## config.mk

```make
export PLATFORM = sky130hd
export DESIGN_NAME = check_table
export DESIGN_NICKNAME = d
export VERILOG_FILES = /design/src/rtl/cpu_check_pkg.sv /design/src/rtl/check_table.sv
export SDC_FILE = /design/constraint.sdc
export NUM_CORES = 1
export LEC_CHECK = 0
export ABC_CLOCK_PERIOD_IN_PS = 5700
export BUFFER_PORTS_ARGS = -buffer_cell sky130_fd_sc_hd__buf_4
export CAP_MARGIN = 20
export CORE_MARGIN = 2
export CORE_UTILIZATION = 65
export DETAILED_ROUTE_END_ITERATION = 10
export PLACE_DENSITY = 0.9
export SYNTH_ARGS = -nofsm -noshare
export SYNTH_HDL_FRONTEND = slang
export SYNTH_SLANG_ARGS = --single-unit
export TNS_END_PERCENT = 10
```

## constraint.sdc

```tcl
create_clock -name clock -period 5.7 [get_ports clock]
set_input_delay 1.14 -clock clock [delete_from_list [all_inputs] [get_ports clock]]
set_output_delay 1.14 -clock clock [all_outputs]
set_load 0.05 [all_outputs]
```

## src/rtl/cpu_check_pkg.sv

```systemverilog
// Shared types and width helpers for the CPU self-test checker.
package cpu_check_pkg;

    // Field widths of a stored checkpoint; the checker's PC_WIDTH and
    // DATA_WIDTH parameters default to these and must agree with them.
    localparam int CHECK_PC_WIDTH   = 8;
    localparam int CHECK_DATA_WIDTH = 16;

    typedef enum logic [2:0] {
        ST_IDLE,
        ST_WAIT_PC,
        ST_SETTLE,
        ST_COMPARE,
        ST_FINISH
    } check_state_t;

    typedef struct packed {
        logic [CHECK_PC_WIDTH-1:0]   pc;
        logic [CHECK_DATA_WIDTH-1:0] expected;
    } check_entry_t;

    // Bits needed to address DEPTH entries (at least one bit).
    function automatic int index_width(input int depth);
        return (depth > 1) ? $clog2(depth) : 1;
    endfunction

    // Bits needed to hold a count from 0 to DEPTH inclusive.
    function automatic int count_width(input int depth);
        return $clog2(depth + 1);
    endfunction

    // Bits needed for a down-to-zero style counter reaching cycles-1.
    function automatic int timer_width(input int cycles);
        return (cycles > 1) ? $clog2(cycles) : 1;
    endfunction

endpackage

```

## src/rtl/check_table.sv

```systemverilog
// Checkpoint storage: synchronous write, combinational read.
module check_table
    import cpu_check_pkg::*;
#(
    parameter  int DEPTH = 32,
    localparam int IW    = index_width(DEPTH)
) (
    input  logic          clock,
    input  logic          wr_en,
    input  logic [IW-1:0] wr_addr,
    input  check_entry_t  wr_data,
    input  logic [IW-1:0] rd_addr,
    output check_entry_t  rd_data
);

    check_entry_t mem [DEPTH];

    // Write one checkpoint when the controller accepts a load.
    // NOTE: the array has no reset; the controller's entry_count marks which
    // entries are valid, so clearing that count empties the table logically.
    always_ff @(posedge clock) begin
        if (wr_en) begin
            mem[wr_addr] <= wr_data;
        end
    end

    assign rd_data = mem[rd_addr];

endmodule

```

=== Word-level counts from Yosys, hierarchy flattened ===
Memory sizes are Yosys's and may differ from the RTL's.
Index checks and enable logic that the tools add are counted.

* Muxes and demuxes: 2

{| class="wikitable"
|+ Operators by type and width
! cell !! count
|-
| $mux 1 || 2
|}

* Register bits after elaboration: 0
* Memory bits (writable): 768
* Input port bits: 36
* Logic and storage cells: 3
* Memories: 1

{| class="wikitable"
|+ Memory list
! name !! depth !! width !! rd ports !! clocked after Yosys merged registers in !! wr ports !! RTL line !! text
|-
| mem || 32 || 24 || 1 || 0 || 1 || check_table.sv:16 || <nowiki>check_entry_t mem [DEPTH];</nowiki>
|}

=== Longest topological paths before layout ===
* Depth after elaboration: 2
* Gate-level depth with buffers: 8

=== Worst setup path after synthesis ===
No wires, ideal clock.

* Path kind: in2out
* From: input rd_addr[0]
* To: output rd_data[10] in the netlist's numbering
* Arrival time: 2485 ps
* Required time: 4560 ps
* Slack: 2075 ps
* Stages on the path: 7
* Buffers on the path: 3
* Cell sequence: buf_4 buf_4 buf_4 mux2i_1 a21oi_1 a31oi_1 nand3_1

{| class="wikitable"
|+ RTL lines
! what !! RTL line !! text
|-
| start, declared || check_table.sv:12 || <nowiki>input logic [IW-1:0] rd_addr,</nowiki>
|-
| end, declared || check_table.sv:13 || <nowiki>output check_entry_t rd_data</nowiki>
|}

==> results by stage <==
Min path:
- The worst hold path begins at wr_data[10].
- The class of the most critical hold timing path is input pin to register.
- The hold-critical path endpoint is mem[7][10].
- Along the worst hold path, the cell count comes to 1.

Layout:
- The total of fill cells in the finished design is 2344.
- Of the cells placed in the final design, the portion with a size suffix greater than 1 is 0.133.
- At the end of the flow the core is filled with cells to 0.736.
- In the final layout, the registers with the most flip-flops are mem x768.
- The library cells used most frequently in the layout, excluding fill and tap cells, are 768 x edfxtp_1, 384 x mux2i_1, 100 x buf_4.
- The area used by multi-input combinational logic is about 6500 um^2.
- Once layout is complete, the cells apart from fillers number around 2400.
- The register with the most flip-flops in the final layout is mem.
- The area growth from synthesis to layout is 11.6%.
- In the final layout, flip-flops and latches occupy 23100 um^2.
- The library cell used most frequently in the layout, excluding fill and tap cells, is edfxtp_1.
- For this run, the post-layout net count is ~1800.
- The register with the most flip-flops in the layout has approximately 770 of them.

Critical path:
- STA classifies the critical path endpoint as an output port.
- In this run the worst path has a maximum fanout of 79.
- In this design, the critical path's most frequently occurring cell is buf_4.
- The kind of launch point of the worst setup path is an input pin.
- The data required time at the worst endpoint is 4560 ps.
- Walking the worst path, the cells encountered are buf_8, buf_4, mux2i_1, a22o_1, nor3_1, a31oi_1, nand3_1, buf_4.
- The critical path starts at rd_addr[0].
- The critical path is of the input pin to output port type.
- Data arrives at the worst endpoint at 3670 ps.
- The largest single stage delay on the critical path is roughly 570 ps.
- For this design, the slowest cell found on the critical path is buf_8.

Timing:
- For this run, the top clock speed supported by timing is 0.208 GHz.
- The worst path in the final design needs a cycle of 4810 ps, including I/O delays and setup.
- The final-report max-slew violation count is 0.
- Setup total negative slack on the finished layout was measured at 0 ps.
- The max-slew headroom at the worst pin is 0.231.
- The number of hold violations in the final report is 0.
- Setup repair after global routing left no endpoint under its margin.
- Setup violations remaining at the end of the flow were counted as 0.
- For the pin with the worst max-slew slack, the measured transition is approximately 1200 ps.
- Dividing the final minimum period by the clock period gives 0.843.
- The worst path meets setup with 892 ps of slack.

Route:
- The routed length per placed instance is 31.7 um.
- The final routed wirelength across all metal layers is between 70 and 80 mm.
- The ratio of routed vias to standard cells is 7.04.
- The pre-antenna-repair detailed-routing pass consisted of 6 iterations.
- In this run the remaining antenna-violating nets after routing total 0.
- For this run, design rule violations remaining after detail routing come to 0.
- After the first detailed-routing iteration, the DRC count stood at roughly 3000.
- The final route contains between 15000 and 20000 vias.

Placed design:
- The final weighted congestion of routability-driven global placement is 0.810.
- Summed over all nets, the half-perimeter wirelength after detailed placement is just over 40 mm.
- The count of buffers added on input and output ports is 59.
- At the placement stage, the worst setup path has a slack of approximately 1100 ps.
- Counting tap cells, the placed design contains a total of 2300 instances.

Die:
- The number of placement rows is 78.
- The floorplan step set the die width to 219 um.
- For this configuration, the core starts out at a cell density of 0.660.
- The overall die area is 47900 um^2.
- For this design the top-level I/O count stands at 60.
- The chip height is 219 um.
- The core region is 45500 um^2.

Clocking:
- The clock transition at the registers of the reported paths is 60 ps.
- The post-cts repair resize count is 0.
- The TritonCTS clock tree is yes.
- The CTS buffer count is 71.
- The clock tree synthesis step divided the H-tree into 3 levels.
- The clock passes through at most 3 buffers.
- After clock tree synthesis, the setup repair step added 0 buffers.
- The cell at the root of the clock tree is clkbuf_16.
- The CTS sink count is 768.
- For this design, the CTS-stage hold fixing added 0 buffers.

Power and ir drop:
- The sequential fraction of design power is 0.543.
- The power per cell area is 347 nW/um^2.
- The worst-case IR drop observed on VDD is roughly 0.26 mV.
- The share of total power dissipated in the clock network is 0.394.
- Of the total power, the share spent switching nets is 0.217.
- In this run the static leakage power is ~12 nW.
- In this run the power spent charging and discharging nets is 2.52 mW.
- The internal power of the cells totals approximately 9 mW.
- Of the total power, combinational logic draws 0.063.

Synthesis:
- The count of cell types in the netlist is 23.
- The sequential cell area fraction in the yosys report is 0.769.
- The post-synthesis area per instance is 17.8 um^2.
- The number of warnings printed during yosys synthesis is 0.
- The synthesized area is 30000 um^2.
- The number of standard cells after synthesis is between 1500 and 2000.
- The total of flip-flops plus latches after synthesis is roughly 770.
- The net count after synthesis is 1723.

Global routing:
- The total congestion overflow after global routing is 0.
- The pin count of the biggest net entering global routing is 81.
- The via count of the first global-routing pass is 17400.
- The total routing usage reported by global routing is 0.323.
- The wire length of the first global-routing pass is 111 mm.
- The number of antenna violations at the first check in global routing is 3.

Job:
- The tool flagged a number of max-cap violations equal to 0.

Run status:
- The run finished with clean final reports.
## stage by stage
step / hold slack (ps) / cell area (um^2) / power (mW)
after floorplan: 1240 / 30000 / 6.84
after global placement: 1540 / 31200 / 7.08
after detailed placement: 1560 / 31300 / 7.11
after CTS: 935 / 33400 / 11.6
after global routing: 963 / 33500 / 11.8
final: 960 / 33500 / 11.6
## routing by layer
metal  share of wire  global-route usage
met2            0.49               0.515
met3            0.14              0.0857
met1            0.33               0.403
met5         0.00036                   0
met4           0.048               0.186
## critical path, delay by kind of cell
family	cells	cell delay, ps
buffers and inverters	3	1340
AO/OA/AOI/OAI	2	520
multiplexers	1	320
AND/OR/NAND/NOR	2	260
## final cells by class
type,instances,share of cell area
Sequential cell,768,0.689
Multi-Input combinational cell,821,0.193
Clock buffer,84,0.0558
Timing Repair Buffer,113,0.0307
Tap cell,600,0.0224
Clock inverter,32,0.00882
Antenna cell,2,0.000150
## synthesized netlist by cell type
cell | instances | area share
and2_1 | 1 | 0.00021
buf_6 | 22 | 0.0083
nand2b_1 | 2 | 0.00042
nand3_1 | 74 | 0.012
a22oi_1 | 72 | 0.018
or2_1 | 1 | 0.00021
buf_1 | 4 | 0.00050
clkbuf_1 | 29 | 0.0036
nor3_1 | 24 | 0.0040
nor2b_1 | 2 | 0.00042
nand2_1 | 74 | 0.0093
nand3b_1 | 5 | 0.0013
buf_4 | 13 | 0.0033
mux2i_1 | 384 | 0.13
buf_2 | 29 | 0.0048
or3b_2 | 3 | 0.00088
or3_1 | 1 | 0.00021
a21oi_1 | 72 | 0.012
a22o_1 | 48 | 0.014
clkbuf_4 | 1 | 0.00025
edfxtp_1 | 768 | 0.77
nor2_1 | 34 | 0.0043
a31oi_1 | 24 | 0.0050
## power by group through the flow
| stage | logic (mW) | registers, mW | clock network, mW |
|---|---|---|---|
| floorplan | 0.426 | 6.42 | 0 |
| global placement | 0.663 | 6.41 | 0 |
| detailed placement | 0.695 | 6.42 | 0 |
| CTS | 0.712 | 6.30 | 4.54 |
| global route | 0.758 | 6.30 | 4.77 |
| finish | 0.735 | 6.30 | 4.58 |
## how the worst max path moves through the flow
stage             endpoint  slack [ps]  depth (start not counted)
6_report       rd_data[18]         890                          8
3_3_place_gp    rd_data[7]        1110                          8
3_5_place_dp    rd_data[7]        1070                          8
5_1_grt         rd_data[7]         880                          8
4_1_cts         rd_data[7]         970                          8
2_1_floorplan  rd_data[10]        2070                          7
## kinds of logic (layout without fill, tap and decap cells)
kind of cell,count (synthesis),in the layout,synth area share
compound gates,216,216,0.0490
buf+inv,98,229,0.0207
flops,768,768,0.769
mux,384,384,0.128
other cells,0,2,0
simple gates,221,221,0.0334
No activity file was read; power rests on OpenSTA's default activity.
